`config.mk`:
```
export PLATFORM = sky130hd
export DESIGN_NAME = fp_addsub_pipe
export DESIGN_NICKNAME = d
export VERILOG_FILES = /design/src/rtl/fp_addsub_pipe.sv
export SDC_FILE = /design/constraint.sdc
export NUM_CORES = 1
export LEC_CHECK = 0
export CORE_UTILIZATION = 45
export CTS_BUF_LIST = sky130_fd_sc_hd__clkbuf_4 sky130_fd_sc_hd__clkbuf_8 sky130_fd_sc_hd__clkbuf_16
export DETAILED_ROUTE_END_ITERATION = 10
export DONT_BUFFER_PORTS = 1
export GPL_TIMING_DRIVEN = 0
export PLACE_DENSITY_LB_ADDON = 0.3
export REMOVE_ABC_BUFFERS = 1
export SYNTH_ARGS = -nofsm -noshare
export SYNTH_HDL_FRONTEND = slang
export SYNTH_SLANG_ARGS = --single-unit
```
`constraint.sdc`:
```
create_clock -name clk -period 9.6 [get_ports clk]
set_clock_uncertainty 0.1 [all_clocks]
set_input_delay 2.88 -clock clk [delete_from_list [all_inputs] [get_ports clk]]
set_output_delay 2.88 -clock clk [all_outputs]
set_load 0.005 [all_outputs]
```
`src/rtl/fp_addsub_pipe.sv`:
```
// fp_addsub_pipe: 3-stage IEEE 754 add/sub, RNE rounding,
// subnormals, NaN/inf/zero handling and exception flags.
module fp_addsub_pipe #(
  parameter int EXP_W = 8,
  parameter int MAN_W = 23
) (
  input  logic                 clk,
  input  logic                 reset,
  input  logic                 in_valid,
  output logic                 in_ready,
  input  logic [EXP_W+MAN_W:0] a,
  input  logic [EXP_W+MAN_W:0] b,
  input  logic                 op_sub,
  output logic                 out_valid,
  input  logic                 out_ready,
  output logic [EXP_W+MAN_W:0] res,
  output logic                 flag_nv,
  output logic                 flag_of,
  output logic                 flag_uf,
  output logic                 flag_nx
);
  localparam int W   = 1 + EXP_W + MAN_W;
  localparam int SW  = MAN_W + 4;
  localparam int EW1 = EXP_W + 1;
  localparam int LW  = $clog2(SW + 1);
  localparam logic [EXP_W-1:0] EMAX = '1;
  localparam logic [W-1:0] QNAN =
    {1'b0, EMAX, 1'b1, {(MAN_W-1){1'b0}}};

  function automatic logic [LW-1:0] f_lzc(
    input logic [SW-1:0] v
  );
    f_lzc = LW'(SW);
    for (int i = 0; i < SW; i++)
      if (v[i]) f_lzc = LW'(SW - 1 - i);
  endfunction

  logic w_adv;
  logic r_ov;

  assign w_adv    = ~(r_ov & ~out_ready);
  assign in_ready = w_adv;

  logic             w_sa, w_sb, w_sx, w_sy, w_swap;
  logic [EXP_W-1:0] w_ea, w_eb, w_exr, w_eyr;
  logic [EXP_W-1:0] w_ex, w_ey, w_diff;
  logic [MAN_W-1:0] w_fa, w_fb, w_fx, w_fy;
  logic             w_a_nan, w_b_nan, w_a_inf, w_b_inf;
  logic             w_snan, w_spec, w_nv;
  logic [W-1:0]     w_sres;
  logic [SW-1:0]    w_mx, w_my0, w_my;
  logic [2*SW-1:0]  w_wide;

  assign w_sa = a[W-1];
  assign w_ea = a[W-2:MAN_W];
  assign w_fa = a[MAN_W-1:0];
  assign w_sb = b[W-1] ^ op_sub;
  assign w_eb = b[W-2:MAN_W];
  assign w_fb = b[MAN_W-1:0];

  assign w_a_nan = (w_ea == EMAX) && (w_fa != '0);
  assign w_b_nan = (w_eb == EMAX) && (w_fb != '0);
  assign w_a_inf = (w_ea == EMAX) && (w_fa == '0);
  assign w_b_inf = (w_eb == EMAX) && (w_fb == '0);
  assign w_snan  = (w_a_nan & ~w_fa[MAN_W-1]) |
                   (w_b_nan & ~w_fb[MAN_W-1]);

  always_comb begin
    w_spec = 1'b1;
    w_nv   = 1'b0;
    w_sres = QNAN;
    if (w_a_nan || w_b_nan)
      w_nv = w_snan;
    else if (w_a_inf && w_b_inf && (w_sa != w_sb))
      w_nv = 1'b1;
    else if (w_a_inf)
      w_sres = {w_sa, EMAX, {MAN_W{1'b0}}};
    else if (w_b_inf)
      w_sres = {w_sb, EMAX, {MAN_W{1'b0}}};
    else
      w_spec = 1'b0;
  end

  assign w_swap = {w_eb, w_fb} > {w_ea, w_fa};
  assign w_sx   = w_swap ? w_sb : w_sa;
  assign w_sy   = w_swap ? w_sa : w_sb;
  assign w_exr  = w_swap ? w_eb : w_ea;
  assign w_eyr  = w_swap ? w_ea : w_eb;
  assign w_fx   = w_swap ? w_fb : w_fa;
  assign w_fy   = w_swap ? w_fa : w_fb;
  assign w_ex   = (w_exr == '0) ? EXP_W'(1) : w_exr;
  assign w_ey   = (w_eyr == '0) ? EXP_W'(1) : w_eyr;
  assign w_mx   = {w_exr != '0, w_fx, 3'b000};
  assign w_my0  = {w_eyr != '0, w_fy, 3'b000};
  assign w_diff = w_ex - w_ey;
  assign w_wide = {w_my0, {SW{1'b0}}} >> w_diff;

  // bits shifted past S fold into the sticky bit
  always_comb begin
    w_my    = w_wide[2*SW-1:SW];
    w_my[0] = w_wide[SW] | (|w_wide[SW-1:0]);
    if (32'(w_diff) >= MAN_W + 3) begin
      w_my    = '0;
      w_my[0] = |w_my0;
    end
  end

  logic             r1_v, r1_spec, r1_nv, r1_sx, r1_sy;
  logic [W-1:0]     r1_sres;
  logic [EXP_W-1:0] r1_ex;
  logic [SW-1:0]    r1_mx, r1_my;

  always_ff @(posedge clk or negedge reset) begin
    if (!reset) begin
      r1_v    <= 1'b0;
      r1_spec <= 1'b0;
      r1_nv   <= 1'b0;
      r1_sx   <= 1'b0;
      r1_sy   <= 1'b0;
      r1_sres <= '0;
      r1_ex   <= '0;
      r1_mx   <= '0;
      r1_my   <= '0;
    end else if (w_adv) begin
      r1_v    <= in_valid;
      r1_spec <= w_spec;
      r1_nv   <= w_nv;
      r1_sx   <= w_sx;
      r1_sy   <= w_sy;
      r1_sres <= w_sres;
      r1_ex   <= w_ex;
      r1_mx   <= w_mx;
      r1_my   <= w_my;
    end
  end

  logic [SW:0]    w_sum;
  logic [LW-1:0]  w_lz;
  int             w_sh;
  logic [SW-1:0]  w_nm;
  logic [EW1-1:0] w_ne;
  logic           w_ns;

  assign w_sum = (r1_sx ^ r1_sy) ?
                 {1'b0, r1_mx} - {1'b0, r1_my} :
                 {1'b0, r1_mx} + {1'b0, r1_my};
  assign w_lz  = f_lzc(w_sum[SW-1:0]);
  assign w_ns  = (w_sum == '0) ? (r1_sx & r1_sy) : r1_sx;

  // left shift stops at exponent 1, leaving a subnormal
  always_comb begin
    w_sh = int'(w_lz);
    if (w_sh > int'(r1_ex) - 1)
      w_sh = int'(r1_ex) - 1;
    w_nm = w_sum[SW-1:0] << w_sh;
    w_ne = EW1'(int'(r1_ex) - w_sh);
    if (w_sum[SW]) begin
      w_nm    = w_sum[SW:1];
      w_nm[0] = w_sum[1] | w_sum[0];
      w_ne    = {1'b0, r1_ex} + EW1'(1);
    end
  end

  logic           r2_v, r2_spec, r2_nv, r2_s;
  logic [W-1:0]   r2_sres;
  logic [EW1-1:0] r2_e;
  logic [SW-1:0]  r2_m;

  always_ff @(posedge clk or negedge reset) begin
    if (!reset) begin
      r2_v    <= 1'b0;
      r2_spec <= 1'b0;
      r2_nv   <= 1'b0;
      r2_s    <= 1'b0;
      r2_sres <= '0;
      r2_e    <= '0;
      r2_m    <= '0;
    end else if (w_adv) begin
      r2_v    <= r1_v;
      r2_spec <= r1_spec;
      r2_nv   <= r1_nv;
      r2_s    <= w_ns;
      r2_sres <= r1_sres;
      r2_e    <= w_ne;
      r2_m    <= w_nm;
    end
  end

  logic             w_g, w_r, w_s, w_inc, w_ovf;
  logic             w_hid, w_inx;
  logic [MAN_W+1:0] w_rm;
  logic [EW1-1:0]   w_e3;
  logic [W-1:0]     w_res;
  logic [3:0]       w_fl;

  assign w_g   = r2_m[2];
  assign w_r   = r2_m[1];
  assign w_s   = r2_m[0];
  assign w_inc = w_g & (w_r | w_s | r2_m[3]);
  assign w_inx = w_g | w_r | w_s;
  assign w_rm  = {1'b0, r2_m[SW-1:3]} +
                 {{(MAN_W+1){1'b0}}, w_inc};
  assign w_ovf = w_rm[MAN_W+1];
  assign w_hid = w_rm[MAN_W] | w_ovf;
  assign w_e3  = r2_e + {{EXP_W{1'b0}}, w_ovf};

  always_comb begin
    w_res = {r2_s,
             w_hid ? w_e3[EXP_W-1:0] : {EXP_W{1'b0}},
             w_rm[MAN_W-1:0]};
    w_fl  = {2'b00, ~w_hid & w_inx, w_inx};
    if (r2_spec) begin
      w_res = r2_sres;
      w_fl  = {r2_nv, 3'b000};
    end else if (w_e3 >= {1'b0, EMAX}) begin
      w_res = {r2_s, EMAX, {MAN_W{1'b0}}};
      w_fl  = 4'b0101;
    end
  end

  logic [W-1:0] r_res;
  logic [3:0]   r_fl;

  always_ff @(posedge clk or negedge reset) begin
    if (!reset) begin
      r_ov  <= 1'b0;
      r_res <= '0;
      r_fl  <= '0;
    end else if (w_adv) begin
      r_ov  <= r2_v;
      r_res <= w_res;
      r_fl  <= w_fl;
    end
  end

  assign out_valid = r_ov;
  assign res       = r_res;
  assign flag_nv   = r_fl[3];
  assign flag_of   = r_fl[2];
  assign flag_uf   = r_fl[1];
  assign flag_nx   = r_fl[0];
endmodule
```
Word level (Yosys, flattened, before mapping)
Index checks and enable logic that the tools add are counted.

Add/subtract/negate cells: 8. Order comparisons: 4. Equality and inequality tests: 3. Shift operators: 2. Mux-type cells: 56. Bitwise logic cells: 21. Reductions and logical operators: 18.

Operator list (count): 2-to-1 mux 32 bit (6); 2-to-1 mux 5 bit (26); 2-to-1 mux 27 bit (2); >> shifter 54 x 8 -> 54 bit (1); zero test 23 bit (2); 2-to-1 mux 23 bit (2); nonzero test 23 bit (2); 2-to-1 mux 8 bit (5); greater-than comparator 6 x 32 -> 1 bit (1); left shift 27 x 32 -> 27 bit (1); greater-than comparator 31 bit (1); 2-to-1 mux 31 bit (1); adder 27 x 27 -> 28 bit (1); zero test 28 bit (1); 2-to-1 mux 28 bit (1); subtractor 27 x 27 -> 28 bit (1); OR reduction 27 bit (1); adder 24 x 1 -> 25 bit (1); OR reduction 24 bit (1); equality test 8 bit (second input constant) (2); zero test 8 bit (2); nonzero test 8 bit (2); 2-to-1 mux 1 bit (10); adder 8 x 1 -> 9 bit (second input constant) (1); other kinds (16) (38).

Bits in registers: 205. Bits of input ports: 69. Output and inout port bits: 38. Word-level logic and storage cells: 131.

Depth between registers and ports, before layout
Depth in word-level cells: 33. Mapped depth: 40. Gate-level depth less buffers: 37.

Worst setup path before layout
OpenSTA, ideal clock, no wires.

Path type: input to register. From: input port a[19]. To: register r1_my[0]. Setup time: 141 ps. Arrival time: 9218 ps. Required time: 9359 ps. Slack: 141 ps. Stages on the path: 25. Buffers on the path: 7. Cell sequence: inv_1 ha_1 nand3_1 nor4_1 o21ai_0 a21oi_1 a2111o_1 o2bb2ai_1 clkbuf_1 buf_2 buf_1 buf_1 nand2_1 o21ai_0 nand2_1 ha_1 clkbuf_1 clkbuf_1 clkbuf_1 mux4_2 a222oi_1 mux2i_1 nor4b_1 a41o_1 a221oi_1.

Longest elaborated chain between the ends: 9. Elaborated cells on any way between the ends: 16. Classes of those cells: 1 x add/sub; 2 x order compare; 1 x shift; 6 x mux; 1 x bitwise; 5 x reduce/logical.

Ends and longest elaborated chain: from (decl) (RTL line 11) `input logic [EXP_W+MAN_W:0] a,`; greater-than comparator 31 bit (RTL line 84) `assign w_swap = {w_eb, w_fb} > {w_ea, w_fa};`; 2-to-1 mux 8 bit (on tied branches) (RTL line 87, 88); zero test 8 bit (on tied branches) (RTL line 91, 92); 2-to-1 mux 8 bit (on tied branches) (RTL line 91, 92); subtractor 8 bit (RTL line 95) `assign w_diff = w_ex - w_ey;`; >> shifter 54 x 8 -> 54 bit (RTL line 96) `assign w_wide = {w_my0, {SW{1'b0}}} >> w_diff;`; OR reduction 27 bit (RTL line 101) `w_my[0] = w_wide[SW] | (|w_wide[SW-1:0]);`; OR 1 bit (RTL line 101); 2-to-1 mux 27 bit * (RTL line 102) `if (32'(w_diff) >= MAN_W + 3) begin`; to (signal assigned) (RTL line 133) `r1_my <= w_my;`; to (decl) (RTL line 111) `logic [SW-1:0] r1_mx, r1_my;`.

Mark *: on every way between the ends. The rest lies on a longest branch, timed or not. A chain may end at the register's enable or synchronous reset.

Final worst setup path
From: register r1_my[0]. To: register r2_e[6].

Longest elaborated chain between the ends: 33. Elaborated cells on any way between the ends: 34. Classes of those cells: 3 x add/sub; 1 x order compare; 30 x mux.

Ends and longest elaborated chain: adder 27 x 27 -> 28 bit or subtractor 27 x 27 -> 28 bit (tied branches) (RTL line 146, 145); 2-to-1 mux 28 bit * (RTL line 144) `assign w_sum = (r1_sx ^ r1_sy) ?`; 2-to-1 mux 1 bit (RTL line 35) `if (v[i]) f_lzc = LW'(SW - 1 - i);`; 2-to-1 mux 5 bit (26 in series) (RTL line 35); greater-than comparator 6 x 32 -> 1 bit (RTL line 153) `if (w_sh > int'(r1_ex) - 1)`; 2-to-1 mux 32 bit (RTL line 153); subtractor 9 bit (RTL line 156) `w_ne = EW1'(int'(r1_ex) - w_sh);`; 2-to-1 mux 9 bit * (RTL line 157) `if (w_sum[SW]) begin`; to (signal assigned) (RTL line 184) `r2_e <= w_ne;`; to (decl) (RTL line 166) `logic [EW1-1:0] r2_e;`.

Marked as above.

==> metrics.md <==
| Metric | Value |
|---|---|
| Status | finished, final reports clean |
| RSZ-0062 raised after global routing | false |
| Worst rel slew slack | 9.84% |
| Peak supply drop | 0.127 mV |
| Commonest non-fill, non-tap cells in the layout | 226 x nand2_1, 175 x o21ai_0, 152 x nor2_1 |
| Fin area | 16500 sq um |
| Register bit total from synthesis | 147 |
| Final setup fails | 0 |
| DRT iter0 DRCs | 1288 |
| Reg clk slew, reported paths | 0.06 ns |
| LEAKAGE | 0.00678 uW |
| Die area | 35000 sq um |
| Initial antenna violation count | 0 |
| Area of placed instances | 15700 sq um |
| EDFF count, synth | 0 |
| Final ANT Viol Nets | 0 |
| Port-buffer cells | 0 |
| Pwr Density | 335 nW/um^2 |
| Hold Path Class | flop to flop |
| GR Overflow Total | 0 |
| Yosys top cell by area | dfrtp_1 |
| Register Area | 3680 sq um |
| Final Slew Violations | 0 |
| Area of the multi-input gates | 11100 sq um |
| Largest stage delay, worst path | 0.72 ns |
| Core Footprint | 33600 sq um |
| Worst Setup Start Kind | flop |
| DP Worst Slack | -1.63 ns |
| Vias in the first global route | 14886 |
| RePlAce Congestion | 0.970 |
| Number of fill cells in the layout | 3263 |
| Unique masters post-synth | 108 |
| Chip Height | 187 microns |
| Slew @ Worst Pin | 1.34 ns |
| Area contributors post-synth | dfrtp_1 24%, ha_1 8.4%, o21ai_0 5.7%, nand2_1 5.5%, mux2i_1 5.3% |
| HPWL Detailed | 39.6 mm |
| CP required | 9.81 ns |
| Synth Flop Type | dfrtp_1 |
| Largest net degree at the start of global routing | 148 |
| Worst skew pair latency | 0.44 ns |
| Clock sink count | 147 |
| Reg2Reg Depth | 30 |
| Routed WL per cell | 22.2 microns |
| Crit path DAT | 9.28 ns |
| Share of layout cells above drive strength 1 | 8.47% |
| I/O pins | 107 |
| Mean Syn Cell Area | 7.89 sq um |
| Root Buffer | clkbuf_16 |
| Vias per Instance | 6.56 |
| Hold-fix buffers at CTS | 0 |
| Commonest non-fill, non-tap cell in the layout | nand2_1 |
| CTS tree | yes |
| Inserted Diodes | 0 |
| Final hold vios | 0 |
| F_max | 0.110 GHz |
| First-pass GRT wire length | 82.3 mm |
| Critical path class | flop to flop |
| MaxCap Viol Count | 0 |
| Final Routed Wirelength | 51.8 mm |
| WHS Path Cells | 2 |
| Routed vias | 15335 |
| Drt first pass iters | 6 |
| Final min period | 9.07 ns |
| H-tree levels | 4 |
| Maximum buffer depth of the clock tree | 2 |
| Nets | 2053 |
| Starting Density | 45.9% |
| Critical path fanouts, max | 12 |
| Synth warnings | 0 |
| Share of the synthesized area in the top cell type | 23.8% |
| Die Width | 187 microns |
| Mapped cell area | 15400 sq um |
| Final core occ | 49.2% |
| Period utilisation layout | 94.5% |
| Final worst-path setup slack | 0.528 ns |
| Setup crit end kind | flop |
| DRC | 0 |
| Post-synthesis sequential area ratio | 23.8% |
| Post-Syn Instances | 1957 |
| Worst path slowest cell | dfrtp_1 |
| All-Layer GR Usage | 29.3% |
| Cell Rows | 67 |
| CTS Buf Count | 17 |
| Synthesis-to-finish area growth | 7.14% |
| Post-synthesis async set-or-reset flop share | 100% |
[area by class of cell]
type / instances / area share (%)
clock buffer: 18 / 2.66
inverter: 106 / 2.49
timing repair inverter: 1 / 0.0303
clock inverter: 14 / 0.825
multi-input combinational: 1586 / 66.9
sequential: 147 / 22.3
timing repair buffer: 18 / 1.50
tap: 448 / 3.39
[timing repair]
item / 4_1_cts / 5_1_grt
pin swaps: 1 / 2
setup buffers: 2 / 6
gates resized for setup: 11 / 21
endpoints found under the setup margin: 51 / 30
gates cloned: 0 / 2
[power by group]
| group | internal [uW] | leakage, uW | switching (uW) |
|---|---|---|---|
| clock network | 351 | 0.000281 | 306 |
| logic | 1340 | 0.00470 | 2490 |
| registers | 840 | 0.00180 | 218 |
| total | 2530 | 0.00678 | 3010 |
[state kept, by name, indices dropped and copies added (netlist names)]
register,cells
res,32
r1_my,27
r2_m,27
r1_mx,24
r2_e,9
r1_ex,8
r_fl,4
r1_sres,3
r2_sres,3
out_valid,1
r1_nv,1
r1_spec,1
r1_sx,1
r1_sy,1
r1_v,1
r2_nv,1
r2_s,1
r2_spec,1
r2_v,1
[cells by family after synthesis]
| family | count (synthesis) | share of synthesized area, % |
|---|---|---|
| simple gates | 682 | 21.2 |
| xor+xnor | 62 | 3.52 |
| mux | 113 | 9.41 |
| flops | 147 | 23.8 |
| fa+ha+maj | 107 | 8.82 |
| compound gates | 621 | 27.3 |
| buf+inv | 225 | 5.89 |
[per-stage QoR]
stage	std cells	total power (uW)	TNS (ns)	hold slack (ns)
after floorplan	1838	3620	-146.79	0.330
after global placement	2286	4680	-603.43	0.344
after detailed placement	2296	4720	-37.35	0.352
after CTS	2330	5410	0	0.366
after global routing	2338	5910	0	0.387
final	2338	5540	0	0.362
[cells in the mapped netlist (13+ instances only)]
master    count
nand2_1     226
xnor2_1      37
inv_1       101
and3_1       25
nand3_1      64
a21oi_1     114
o211ai_1     28
nand4_1      29
mux2i_1      82
a31oi_1      28
nor2b_1      19
nor3_1       54
o22ai_1      22
a21o_1       20
nor4_1       23
o31ai_1      14
dfrtp_1     147
xor2_1       25
ha_1        104
o21ai_0     177
o21a_1       17
mux4_2       25
and2_1       15
a221oi_1     19
or2_2        13
a221o_1      13
nand2b_1     13
nor2_1      155
buf_2        15
a211oi_1     19
clkbuf_1     84
buf_1        13
[worst paths after layout]
kind                                 startpoint                     to  slack, ns
setup / recovery           r1_my[0]$_DFFE_PN0N_    r2_e[6]$_DFFE_PN0N_       0.53
hold / removal                 r2_v$_DFFE_PN0N_       r2_v$_DFFE_PN0N_       0.36
setup reg to reg           r1_my[0]$_DFFE_PN0N_    r2_e[6]$_DFFE_PN0N_       0.53
hold reg to reg                r2_v$_DFFE_PN0N_       r2_v$_DFFE_PN0N_       0.36
max in group asynchronous                 reset  r1_my[17]$_DFFE_PN0N_       7.00
min in group asynchronous                 reset    res[11]$_DFFE_PN0N_       2.03
[critical path: cells and delay by family (launching register included)]
family / cells / cell delay, ns
AOI/OAI and AO/OA: 13 / 3.90
and+or+nand+nor: 11 / 2.57
adders and majority gates: 3 / 0.98
DFF: 1 / 0.72
buffers and inverters: 3 / 0.61
[routing by layer]
metal  vias up  track usage (%)  routed length (microns)
met3       141             4.52                     3050
li1       7154                -                        -
met4         0             14.1                     2530
met2       668             49.9                    24800
met1      7372             36.1                    21500
met5         -                0                        0
Note: power is estimated with default switching activity, not from simulation.
